==> config.mk <==
export PLATFORM = sky130hd
export DESIGN_NAME = xadc_sampler
export DESIGN_NICKNAME = d
export VERILOG_FILES = /design/src/rtl/xadc_sampler.sv
export SDC_FILE = /design/constraint.sdc
export NUM_CORES = 1
export LEC_CHECK = 0
export ABC_AREA = 1
export CORE_UTILIZATION = 55
export DETAILED_ROUTE_END_ITERATION = 10
export DONT_BUFFER_PORTS = 1
export PLACE_DENSITY = 0.78
export SLEW_MARGIN = 20
export SYNTH_ARGS = -nofsm -noshare
export SYNTH_HDL_FRONTEND = slang
export SYNTH_SLANG_ARGS = --single-unit
==> constraint.sdc <==
create_clock -name clk -period 4 [get_ports clk]
set_input_delay 0.8 -clock clk [delete_from_list [all_inputs] [get_ports clk]]
set_output_delay 0.8 -clock clk [all_outputs]
set_load 0.005 [all_outputs]
==> src/rtl/xadc_sampler.sv <==
// xadc_sampler: reads XADC samples over DRP after each eoc and block-averages 2^AVG_LOG2 readings.
module xadc_sampler #(
   parameter logic [6:0] CHANNEL_ADDR = 7'h03,
   parameter int         AVG_LOG2     = 2,
   parameter int         DRDY_TIMEOUT = 63
) (
   input  logic        clk,
   input  logic        rst,
   input  logic        eoc,
   output logic        drp_den,
   output logic        drp_dwe,
   output logic [6:0]  drp_daddr,
   output logic [15:0] drp_di,
   input  logic [15:0] drp_do,
   input  logic        drp_drdy,
   output logic [11:0] sample_out,
   output logic        sample_valid,
   output logic        overrun,
   output logic        timeout
);
   localparam logic [0:0] IDLE = 1'b0;
   localparam logic [0:0] WAIT = 1'b1;
   localparam int AW = 12 + AVG_LOG2;
   localparam logic [AVG_LOG2:0] BLK = (AVG_LOG2 + 1)'(1 << AVG_LOG2);
   localparam logic [7:0] TO_LAST = 8'(DRDY_TIMEOUT - 1);

   logic [0:0]        state_q, state_d;
   logic [7:0]        wcnt_q, wcnt_d;
   logic [AW-1:0]     acc_q, acc_d, acc_sum;
   logic [AVG_LOG2:0] cnt_q, cnt_d, cnt_inc;
   logic [11:0]       sample_q, sample_d;
   logic              den_q, ovr_q, to_q, valid_q;
   logic              drdy_ok, to_hit, blk_done;

   assign drp_dwe      = 1'b0;
   assign drp_di       = '0;
   assign drp_daddr    = CHANNEL_ADDR;
   assign drp_den      = den_q;
   assign sample_out   = sample_q;
   assign sample_valid = valid_q;
   assign overrun      = ovr_q;
   assign timeout      = to_q;

   always_comb begin
      acc_sum  = acc_q + AW'(drp_do[15:4]);
      cnt_inc  = cnt_q + 1'b1;
      drdy_ok  = state_q == WAIT && drp_drdy;
      to_hit   = state_q == WAIT && !drp_drdy && wcnt_q == TO_LAST;
      blk_done = drdy_ok && cnt_inc == BLK;
      state_d  = state_q == IDLE ? (eoc ? WAIT : IDLE) : (drdy_ok || to_hit ? IDLE : WAIT);
      wcnt_d   = state_q == WAIT ? wcnt_q + 8'd1 : '0;
      acc_d    = blk_done ? '0 : drdy_ok ? acc_sum : acc_q;
      cnt_d    = blk_done ? '0 : drdy_ok ? cnt_inc : cnt_q;
      // Truncating divide: keep the 12 bits above the AVG_LOG2 fraction bits.
      sample_d = blk_done ? acc_sum[AVG_LOG2 +: 12] : sample_q;
   end

   always_ff @(posedge clk or posedge rst) begin
      if (rst) begin
         state_q  <= IDLE;
         wcnt_q   <= '0;
         acc_q    <= '0;
         cnt_q    <= '0;
         sample_q <= '0;
         den_q    <= 1'b0;
         ovr_q    <= 1'b0;
         to_q     <= 1'b0;
         valid_q  <= 1'b0;
      end else begin
         state_q  <= state_d;
         wcnt_q   <= wcnt_d;
         acc_q    <= acc_d;
         cnt_q    <= cnt_d;
         sample_q <= sample_d;
         den_q    <= state_q == IDLE && eoc;
         ovr_q    <= state_q == WAIT && eoc;
         to_q     <= to_hit;
         valid_q  <= blk_done;
      end
   end
endmodule

# --- Word-level counts from Yosys, hierarchy flattened ---
# Index checks and enable logic that the tools add are counted.
totals:
  regBits: 42
  inputBits: 20
  output_inout_bits: 40
  elab_cells: 32
classes:
  n_addsub: 3
  n_eq_ne: 2
  muxes: 8
  bitwise: 1
  reduce_logical: 9
ops:
  columns: ["cell", "n"]
  rows:
  - ["$mux W14", 2]
  - ["$add A14 B12 Y14", 1]
  - ["$add A8 B1 Y8 const B", 1]
  - ["$eq A8 B6 Y1 const B", 1]
  - ["$mux W8", 1]
  - ["$logic_and A1 B1 Y1", 6]
  - ["$mux W3", 2]
  - ["$add A3 B1 Y3 const B", 1]
  - ["$eq A3 B3 Y1 const B", 1]
  - ["$mux W1", 3]
  - ["$reduce_bool A2 Y1", 1]
  - ["$logic_not A1 Y1", 1]
  - ["$logic_or A1 B1 Y1", 1]
  - ["$not A1 Y1", 1]

# --- Depth between registers and ports, before layout ---
depth:
  ltp_word: 6
  depth_mapped: 10
  mapped_depth_nobuf: 10

# --- Worst setup path before layout ---
# OpenSTA, ideal clock, no wires.
synth_path:
  path_type: "in2reg"
  start: "input drp_do[4]"
  end: "register sample_q[4] (netlist: sample_out[4])"
  setup_time_ps: 117
  arrival_time_ps: 2054
  required_time_ps: 3883
  setup_slack_ps: 1828
  cell_stages: 9
  n_path_buf: 0
  path_cell_list: "ha_1 > fa_1 > nand3_1 > nand3_2 > nand2_1 > nand2_1 > or2_1 > nand3_1 > nand2_1"
synth_via:
  elab_chain_len: 1
synth_lines:
  columns: ["item", "line", "source"]
  rows:
  - ["from (decl)", "14", "input logic [15:0] drp_do,"]
  - ["$add A14 B12 Y14", "45", "acc_sum = acc_q + AW'(drp_do[15:4]);"]
  - ["to (signal assigned)", "74", "sample_q <= sample_d;"]
  - ["to (decl)", "31", "logic [11:0] sample_q, sample_d;"]
# No other way between the ends.
# A chain may end at the register's enable or synchronous reset.

# --- Worst setup path after layout ---
# Same ends and word-level chain as after synthesis.

==> metrics.txt <==
FF+latch count, synth 42; Final nets 380; Detail Route Antenna Nets 0; number of global-route vias before repair 1,850; Post-synth top cells 113 x nand2_1, 42 x dfrtp_1, 40 x inv_1; max incr delay on CP around 0.43 ns; ys flop type dfrtp_1; largest cells by area after synthesis dfrtp_1 40%, nand2_1 16%, ha_1 7.7%; critical path class input port to flip-flop; critical path fanouts, max 4; # H-tree levels 2; Arr. time, crit path ~2.2 ns; worst r2r src acc_q[0]; CP Cell Sequence ha_1 -> fa_1 -> nand3_1 -> nand3_2 -> nand2_1 -> nand2_1 -> or2_1 -> nand3_1 -> nand2_1; GRT Resource Usage Total 21.5%; WL final 4880 um; FFs w/ async S/R, synth 100%; first-pass GRT wire length between 8000 and 9000 um; Final Max Tran Viols 0; # IOs 60; share of cells above drive strength 1 4.94%; most used cell along the critical path nand2_1; chip height 70.7 um; pin count of the biggest net entering global routing 23; Hold WS about 0.49 ns; wire length per cell 12.3 um; chip width 70.7 um; most frequent cell after synthesis nand2_1; Placeable Area between 4000 and 5000 um2; synthesized area ~2600 um2; pre-CTS WS about 1.7 ns; r2r setup slk 2.11 ns; Tcrit/Tclk final 50.1%; min cycle time layout 2.00 ns; fillers 415; clock sink count 42; root buffer cell clkbuf_8; clk buf depth 2; CTS Hold Bufs 0; Setup crit end kind flip-flop; area delta synth->final 2.50%; CTS tree done; Setup Fix Bufs, Post-CTS 0; Max Clk Rate 499 MHz; hold path startpoint acc_q[10]; Min-Delay Path Class flip-flop to flip-flop; Max Cap Violations 0; total CTS buffers 5; slowest CP cell fa_1; Syn. warnings 0; Worst-Skew Late Latency 0.29 ns; # rows 24; top cell type's share of synthesized area 40.4%; die footprint 5000 um2; Fin. Hold Viols 0; P per Cell Area 659 nW/um2; Setup crit start kind input port; worst setup path endpoint sample_out[4]; initial antenna violation count 0; Syn Inst Count 339; diodes inserted 0; HPWL after DPL 3610 um; DRC Markers 8; Req. time, crit path 4.19 ns; Worst Reg-to-Reg Cells 9; total vias in the final route 1,997; Lkg Pwr ~1.5 nW; run status finished with violations; Synth cell types 30; post-synthesis sequential area ratio 40.4%; drt first pass iters 7; multi-input logic area 1270 um2; Clock transition at path regs ~0.080 ns; worst reg2reg endpoint sample_out[4]; largest area contributor in the netlist dfrtp_1; post-cts gate resize count 0; Initial Utilization 58.5%; # port buffers 0; Slew @ Worst Pin 0.777 ns; Post-synth EDFFs 0; Starting DRT DRC Count between 70 and 80; CP Launch Point drp_do[4]; setup tns final 0 ns; largest vdd supply drop 0.306 mV; normalized max-slew margin 48.1%; Avg Cell Area, Syn 7.67 um2; Final Worst Setup Slack 2.00 ns; Final setup violation count 0; failing checks design-rule violations; gpl congestion ~0.89; storage element area 1050 um2; total grt overflow 0; Fin Clk Skew 0.00461 ns; RSZ-0062 raised after global routing false; vias per inst 5.04
[routing by layer]
| layer | global-route usage [%] | wire length (um) |
|---|---|---|
| met1 | 28.9 | 2300 |
| met2 | 34.4 | 2230 |
| met3 | 5.41 | 273 |
| met4 | 6.89 | 76 |
| met5 | 0 | 0 |
[cells by family (layout without fill, tap and decap cells)]
group	after synthesis	count (layout)	share of synthesized area, %
fa+ha+maj	17	17	8.47
flops	42	42	40.4
compound gates	27	27	5.58
xor+xnor	7	7	2.36
buf+inv	70	53	14.0
other cells	2	24	0.289
simple gates	174	174	28.9
[area by class of cell]
cell class | count | area share, %
multi-input cells | 249 | 47.6
flip-flops and latches | 42 | 39.5
inverters | 44 | 6.25
clock buffers | 7 | 2.87
well taps | 52 | 2.44
clock inverters | 1 | 1.13
repair buffers | 1 | 0.282
[placed cells by master (no fill, tap or decap), types with 5 or more instances in the layout]
cell type	n
nand3_1	25
conb_1	24
nand2_1	113
ha_1	16
nor2_1	21
a21oi_1	9
inv_1	40
dfrtp_1	42
clkbuf_8	5
o21ai_0	11
[how the worst min path moves through the flow]
stage	end	slack, ns	cells past startpoint
2_1_floorplan	wcnt_q[0]	0.45	1
3_3_place_gp	acc_q[11]	0.47	2
3_5_place_dp	acc_q[10]	0.48	2
4_1_cts	wcnt_q[0]	0.49	1
5_1_grt	acc_q[5]	0.51	2
6_report	acc_q[10]	0.49	2
[critical path: cells and delay by family]
kind,cells,cell delay [ns]
adders and majority gates,2,0.64
and+or+nand+nor,7,0.74
[sequential cells by signal (all words and copies together) (netlist names)]
signal / cells
state_q: 1
sample_valid: 1
cnt_q: 3
wcnt_q: 8
drp_den: 1
timeout: 1
overrun: 1
sample_out: 12
acc_q: 14
[per-stage QoR]
stage	utilization [%]	total power, mW	cell area [um2]	std cells
2_1_floorplan	-	1.29	2680	361
3_3_place_gp	57.5	1.40	2560	388
3_5_place_dp	57.5	1.42	2560	388
4_1_cts	59.9	1.76	2660	396
5_1_grt	59.9	1.93	2660	396
6_report	59.9	1.75	2660	396
[power by group]
part	leakage, nW	switching (mW)	total, mW	internal (mW)
clock	0.0524	0.144	0.331	0.187
combinational	0.915	0.467	0.754	0.287
sequential	0.543	0.103	0.670	0.567
Note: power is estimated with default switching activity, not from simulation.
